===== src/rtl/getir1_ps_uretici_if.sv =====
`default_nettype none
// ============================================================================
// Module  : getir1_ps_uretici_if
// Brief   : L1B request / second-stage PS / pipeline-control bundle.
// Rev     : 1.0
// ============================================================================
interface getir1_ps_uretici_if;
    logic [31:0] l1b_istek_ps_o;
    logic        l1b_istek_gecerli_o;
    logic        l1b_istek_hazir_i;
    logic        g2_istek_yapildi_o;
    logic [31:0] g2_ps_o;
    logic        g2_ps_gecerli_o;
    logic        g2_ps_hazir_i;
    logic [31:0] g2_dallanma_ps_i;
    logic        g2_dallanma_gecerli_i;
    logic [31:0] cek_ps_i;
    logic        cek_bosalt_i;
    logic        cek_duraklat_i;

    modport master (
        output l1b_istek_ps_o, l1b_istek_gecerli_o, g2_istek_yapildi_o,
               g2_ps_o, g2_ps_gecerli_o,
        input  l1b_istek_hazir_i, g2_ps_hazir_i, g2_dallanma_ps_i,
               g2_dallanma_gecerli_i, cek_ps_i, cek_bosalt_i, cek_duraklat_i
    );

    modport slave (
        input  l1b_istek_ps_o, l1b_istek_gecerli_o, g2_istek_yapildi_o,
               g2_ps_o, g2_ps_gecerli_o,
        output l1b_istek_hazir_i, g2_ps_hazir_i, g2_dallanma_ps_i,
               g2_dallanma_gecerli_i, cek_ps_i, cek_bosalt_i, cek_duraklat_i
    );
endinterface
`default_nettype wire


===== src/rtl/getir1_ps_uretici.sv =====
`default_nettype none
// ============================================================================
// Module  : getir1_ps_uretici
// Brief   : First fetch stage: PS owner, L1B request issue, in-order PS FIFO.
//           Define GETIR1_DALLANMA_EN to compile in second-stage redirects.
// Rev     : 1.0
// ============================================================================
module getir1_ps_uretici #(
    parameter logic [31:0] RESET_PS         = 32'h4000_0000,
    parameter int unsigned PS_FIFO_DERINLIK = 4
) (
    input  wire logic                 clk_i,
    input  wire logic                 rst_i,
    getir1_ps_uretici_if.master       bus
);
    localparam int unsigned    AW     = $clog2(PS_FIFO_DERINLIK);
    localparam logic [AW:0]    C_DOLU = (AW+1)'(PS_FIFO_DERINLIK);

    logic [31:0]   ps_q, ps_d;
    logic [31:0]   fifo_q [PS_FIFO_DERINLIK];
    logic [31:0]   fifo_d [PS_FIFO_DERINLIK];
    logic [AW-1:0] wp_q, wp_d, rp_q, rp_d;
    logic [AW:0]   sayi_q, sayi_d;

    logic w_dolu, w_bos, w_istek, w_push, w_pop;

    // Fullness comes from registered count only, so a same-cycle pop never
    // opens a slot and hazir has no path back into gecerli.
    assign w_dolu  = (sayi_q == C_DOLU);
    assign w_bos   = (sayi_q == '0);
    assign w_istek = !rst_i && !w_dolu && !bus.cek_duraklat_i && !bus.cek_bosalt_i;
    assign w_push  = w_istek && bus.l1b_istek_hazir_i;
    assign w_pop   = !w_bos && bus.g2_ps_hazir_i;

    assign bus.l1b_istek_ps_o      = ps_q;
    assign bus.l1b_istek_gecerli_o = w_istek;
    assign bus.g2_istek_yapildi_o  = w_push;
    assign bus.g2_ps_o             = fifo_q[rp_q];
    assign bus.g2_ps_gecerli_o     = !w_bos;

`ifndef GETIR1_DALLANMA_EN
    logic w_unused_dallanma;
    assign w_unused_dallanma = ^{bus.g2_dallanma_ps_i, bus.g2_dallanma_gecerli_i};
`endif

    always_comb begin
        ps_d   = ps_q;
        fifo_d = fifo_q;
        wp_d   = wp_q;
        rp_d   = rp_q;
        sayi_d = sayi_q;
        if (bus.cek_bosalt_i) begin
            ps_d   = bus.cek_ps_i;
            wp_d   = '0;
            rp_d   = '0;
            sayi_d = '0;
        end else begin
            if (w_push) begin
                fifo_d[wp_q] = ps_q;
                wp_d         = wp_q + AW'(1);
                ps_d         = ps_q + 32'd4;
            end
`ifdef GETIR1_DALLANMA_EN
            // Redirect wins over +4; the accepted old PS is still pushed.
            if (bus.g2_dallanma_gecerli_i) begin
                ps_d = bus.g2_dallanma_ps_i;
            end
`endif
            if (w_pop) begin
                rp_d = rp_q + AW'(1);
            end
            case ({w_push, w_pop})
                2'b10:   sayi_d = sayi_q + (AW+1)'(1);
                2'b01:   sayi_d = sayi_q - (AW+1)'(1);
                default: sayi_d = sayi_q;
            endcase
        end
    end

    always_ff @(posedge clk_i or posedge rst_i) begin
        if (rst_i) begin
            ps_q   <= RESET_PS;
            wp_q   <= '0;
            rp_q   <= '0;
            sayi_q <= '0;
            for (int i = 0; i < int'(PS_FIFO_DERINLIK); i++) begin
                fifo_q[i] <= '0;
            end
        end else begin
            ps_q   <= ps_d;
            wp_q   <= wp_d;
            rp_q   <= rp_d;
            sayi_q <= sayi_d;
            fifo_q <= fifo_d;
        end
    end
endmodule
`default_nettype wire


===== src/flat_wrapper.sv =====
// flat-port wrapper written by rule: the top's interface ports become plain ports
module getir1_ps_uretici_flat 
#(
    parameter logic [31:0] RESET_PS         = 32'h4000_0000,
    parameter int unsigned PS_FIFO_DERINLIK = 4
)
  (clk_i, rst_i, bus_l1b_istek_ps_o, bus_l1b_istek_gecerli_o, bus_g2_istek_yapildi_o, bus_g2_ps_o, bus_g2_ps_gecerli_o, bus_l1b_istek_hazir_i, bus_g2_ps_hazir_i, bus_g2_dallanma_ps_i, bus_g2_dallanma_gecerli_i, bus_cek_ps_i, bus_cek_bosalt_i, bus_cek_duraklat_i);
  getir1_ps_uretici_if bus_i ();
  input  wire logic clk_i;
  input  wire logic rst_i;
  output wire logic [$bits(bus_i.l1b_istek_ps_o)-1:0] bus_l1b_istek_ps_o;
  output wire logic [$bits(bus_i.l1b_istek_gecerli_o)-1:0] bus_l1b_istek_gecerli_o;
  output wire logic [$bits(bus_i.g2_istek_yapildi_o)-1:0] bus_g2_istek_yapildi_o;
  output wire logic [$bits(bus_i.g2_ps_o)-1:0] bus_g2_ps_o;
  output wire logic [$bits(bus_i.g2_ps_gecerli_o)-1:0] bus_g2_ps_gecerli_o;
  input wire logic [$bits(bus_i.l1b_istek_hazir_i)-1:0] bus_l1b_istek_hazir_i;
  input wire logic [$bits(bus_i.g2_ps_hazir_i)-1:0] bus_g2_ps_hazir_i;
  input wire logic [$bits(bus_i.g2_dallanma_ps_i)-1:0] bus_g2_dallanma_ps_i;
  input wire logic [$bits(bus_i.g2_dallanma_gecerli_i)-1:0] bus_g2_dallanma_gecerli_i;
  input wire logic [$bits(bus_i.cek_ps_i)-1:0] bus_cek_ps_i;
  input wire logic [$bits(bus_i.cek_bosalt_i)-1:0] bus_cek_bosalt_i;
  input wire logic [$bits(bus_i.cek_duraklat_i)-1:0] bus_cek_duraklat_i;
  assign bus_l1b_istek_ps_o = bus_i.l1b_istek_ps_o;
  assign bus_l1b_istek_gecerli_o = bus_i.l1b_istek_gecerli_o;
  assign bus_g2_istek_yapildi_o = bus_i.g2_istek_yapildi_o;
  assign bus_g2_ps_o = bus_i.g2_ps_o;
  assign bus_g2_ps_gecerli_o = bus_i.g2_ps_gecerli_o;
  assign bus_i.l1b_istek_hazir_i = bus_l1b_istek_hazir_i;
  assign bus_i.g2_ps_hazir_i = bus_g2_ps_hazir_i;
  assign bus_i.g2_dallanma_ps_i = bus_g2_dallanma_ps_i;
  assign bus_i.g2_dallanma_gecerli_i = bus_g2_dallanma_gecerli_i;
  assign bus_i.cek_ps_i = bus_cek_ps_i;
  assign bus_i.cek_bosalt_i = bus_cek_bosalt_i;
  assign bus_i.cek_duraklat_i = bus_cek_duraklat_i;
  getir1_ps_uretici #(.RESET_PS(RESET_PS), .PS_FIFO_DERINLIK(PS_FIFO_DERINLIK)) u_core (.clk_i(clk_i), .rst_i(rst_i), .bus(bus_i));
endmodule

===== config.mk =====
export PLATFORM = sky130hd
export DESIGN_NAME = getir1_ps_uretici_flat
export DESIGN_NICKNAME = d
export VERILOG_FILES = /design/src/rtl/getir1_ps_uretici_if.sv /design/src/rtl/getir1_ps_uretici.sv /design/src/flat_wrapper.sv
export SDC_FILE = /design/constraint.sdc
export NUM_CORES = 1
export LEC_CHECK = 0
export CORE_MARGIN = 3
export CORE_UTILIZATION = 35
export CTS_CLUSTER_DIAMETER = 120
export DETAILED_ROUTE_END_ITERATION = 10
export HOLD_SLACK_MARGIN = 0.08
export MAX_ROUTING_LAYER = met4
export PLACE_DENSITY_LB_ADDON = 0.08
export SYNTH_ARGS = -nofsm -noshare
export SYNTH_HDL_FRONTEND = slang
export SYNTH_SLANG_ARGS = --single-unit

===== constraint.sdc =====
create_clock -name clk_i -period 7.45 [get_ports clk_i]
set_input_delay 1.1175 -clock clk_i [delete_from_list [all_inputs] [get_ports clk_i]]
set_output_delay 1.1175 -clock clk_i [all_outputs]
set_load 0.02 [all_outputs]

==> flow_summary.json <==
{
  "outcome": "completed",
  "clkTransAtPathRegs_ps": 60,
  "cts_setup_buffers": 0,
  "clock_latency_ps": 430,
  "fin_skew_ps": 12.81,
  "netlist.area_leader.share_pct": 53.56,
  "clkSinkCount": 167,
  "vias": 5141,
  "antenna_found_initial": 0,
  "wl_mm": 19.41,
  "gp_congestion": 0.7446,
  "die-area_um2": 23980,
  "area_delta_synth_final_pct": 23.54,
  "port_buffers": 104,
  "p_leak_uw": 0.004221,
  "timing.rr.end": "u_core.fifo_q[24]",
  "crit_arrival_ps": 3250,
  "crit_path_start_kind": "input pin",
  "ys_seq_area_share_pct": 53.90,
  "cts_buffers": 17,
  "die_y_um": 154.9,
  "synthesis.area_um2": 7756,
  "yosysWarnings": 0,
  "first_global_vias": 5457,
  "ff_latch_area_um2": 4183,
  "utilization_pct": 44.73,
  "cts_buffer_depth": 2,
  "r2r_setup_slack_ps": 4230,
  "startpoint": "rst_i",
  "coreArea_um2": 21420,
  "grt-ovfl-total": 0,
  "synth.distinct_cells": 47,
  "grt_use_total_pct": 17.01,
  "worst_pin_slew_ps": 1095,
  "syn_inst": 578,
  "end_kind": "output pin",
  "rsz0062_at_grt": "no",
  "die_x_um": 154.9,
  "r2r_cells": 7,
  "n_antenna_cell": 0,
  "drt-initial-drc-count": 232,
  "peakVddDrop_uv": 140.8,
  "wl_per_cell_um": 20.34,
  "max_freq_ghz": 0.2289,
  "final.period_utilization_pct": 58.64,
  "fillers": 1985,
  "finalNetCount": 743,
  "grt_pass1_wl_mm": 30.87,
  "pwr_density_cell_nw_per_um2": 311.9,
  "max_slew_margin_pct": 26.75,
  "core.rowCount": 53,
  "required_ps": 6330,
  "ys_seq_elements": 167,
  "cts_tree": "done",
  "finalWorstPathRequiredPeriod_ps": 4369,
  "setup_violations": 0,
  "drive_above_1_share_pct": 31.08,
  "crit_path_max_fanout": 21,
  "yosys.area.top_type": "dfrtp_1",
  "final_common_cell": "dfrtp_1",
  "io_pins": 138,
  "maxCapViolCount": 0,
  "dp_hpwl_mm": 11.93,
  "dr.pass1.iters": 4,
  "avgViaCountPerCell": 5.389,
  "r2r-start": "u_core.sayi_q[0]",
  "ys.flop_type": "dfrtp_1",
  "finalSetupTns_ps": 0,
  "drc": 0,
  "synth_fp_nets": 655,
  "ctsResizeCount": 0,
  "mostFrequentLayoutCells": "dfrtp_1, mux2_2, clkdlybuf4s50_1",
  "synth_edf_count": 0,
  "synth.avg_cell_area_um2": 13.42,
  "async_reset_ff_share_pct": 100.0,
  "grt_start_max_net_pins": 93,
  "hold_violations": 0,
  "min_path_type": "reg -> reg",
  "cp-endpoint": "bus_g2_istek_yapildi_o",
  "root_buffer": "clkbuf_16",
  "path_class": "in -> out",
  "start_util_pct": 36.21,
  "htree_levels": 4,
  "yosys-top-cells-area": "dfrtp_1, mux2_2, mux4_2, nand2_1, o21ai_0",
  "ctsHoldBuffers": 0,
  "ant_nets": 0,
  "slew_viol_final": 0,
  "multi_input_area_um2": 3373
}
cell type report:
class,instances,share of cell area [%]
flip-flops and latches,167,43.65
clock inverters,10,0.9924
inverters,7,0.3265
well taps,275,3.591
multi-input cells,363,35.21
clock buffers,22,4.949
repair buffers,110,11.28
synth_stat cells (2+ instances only):
master,number
mux2_2,122
a221o_1,2
nand2_1,52
nor2_1,18
buf_2,25
nand4_1,9
mux2i_1,2
a21oi_1,4
nor3_1,6
o211ai_1,11
nand3b_1,4
buf_1,3
nor3_4,3
inv_1,5
nor2b_1,3
dfrtp_1,166
xor2_1,4
nand3_1,18
o21ai_0,27
o31ai_1,2
clkbuf_1,12
mux4_2,32
nor3b_1,2
ha_1,5
xnor2_1,3
or4_1,3
a21o_1,3
a31o_2,2
o311ai_0,7
or3_1,2
and3_1,4
a31oi_1,2
worst min-delay path by stage:
stage                                   end  slack [ps]               from  cells after the start
after floorplan           u_core.fifo_q[48]         440  u_core.fifo_q[48]                      2
after global routing      u_core.fifo_q[80]         510  u_core.fifo_q[80]                      2
after detailed placement  u_core.fifo_q[29]         470  u_core.fifo_q[29]                      2
after global placement    u_core.fifo_q[16]         460  u_core.fifo_q[16]                      2
final                     u_core.fifo_q[29]         480  u_core.fifo_q[29]                      2
after CTS                 u_core.fifo_q[29]         490  u_core.fifo_q[29]                      2
worst max-delay path, stage by stage:
cell,delay (ps)
clkdlybuf4s50_1,480
nor3_1,260
nand3b_1,100
buf_4,240
inv_2,340
clkdlybuf4s50_1,700
routing by layer:
layer  GRT usage (%)  share of wire [%]
met1           23.04                 47
met3           3.004                3.7
met2           26.49                 48
met5               -                  0
met4           5.004                1.2
flip-flops by register name, indices dropped and copies added (netlist names):
signal                     flops
u_core.bus.l1b_istek_ps_o     32
u_core.sayi_q                  3
u_core.wp_q                    2
u_core.rp_q                    2
u_core.fifo_q                128
kinds of logic after synthesis:
kind of cell / synth area share, %
AOI/OAI and AO/OA: 5.565
xor gates and xnor gates: 0.7905
adders and majority gates: 1.065
buffers and inverters: 2.742
DFF: 53.90
muxes: 27.26
and+or+nand+nor: 8.679
metrics by stage:
stage | area [µm²] | setup slack, ps | hold WS [ps] | total power (µW) | std cells
after floorplan | 7756 | 1816 | 444.6 | 1760 | 578
after global placement | 9012 | 3126 | 457.6 | 2153 | 922
after detailed placement | 9012 | 3111 | 471.3 | 2175 | 922
after CTS | 9582 | 3086 | 486.1 | 3039 | 954
after global routing | 9582 | 3007 | 511.1 | 3139 | 954
final | 9582 | 3081 | 484.7 | 2988 | 954
power by group:
part           switching (µW)  leakage (µW)  internal, µW
Sequential                138       0.00220          1050
Combinational             423       0.00175           524
Clock                     363      0.000265           488
Total                     925       0.00422          2060
Note: power is estimated with default switching activity, not from simulation.
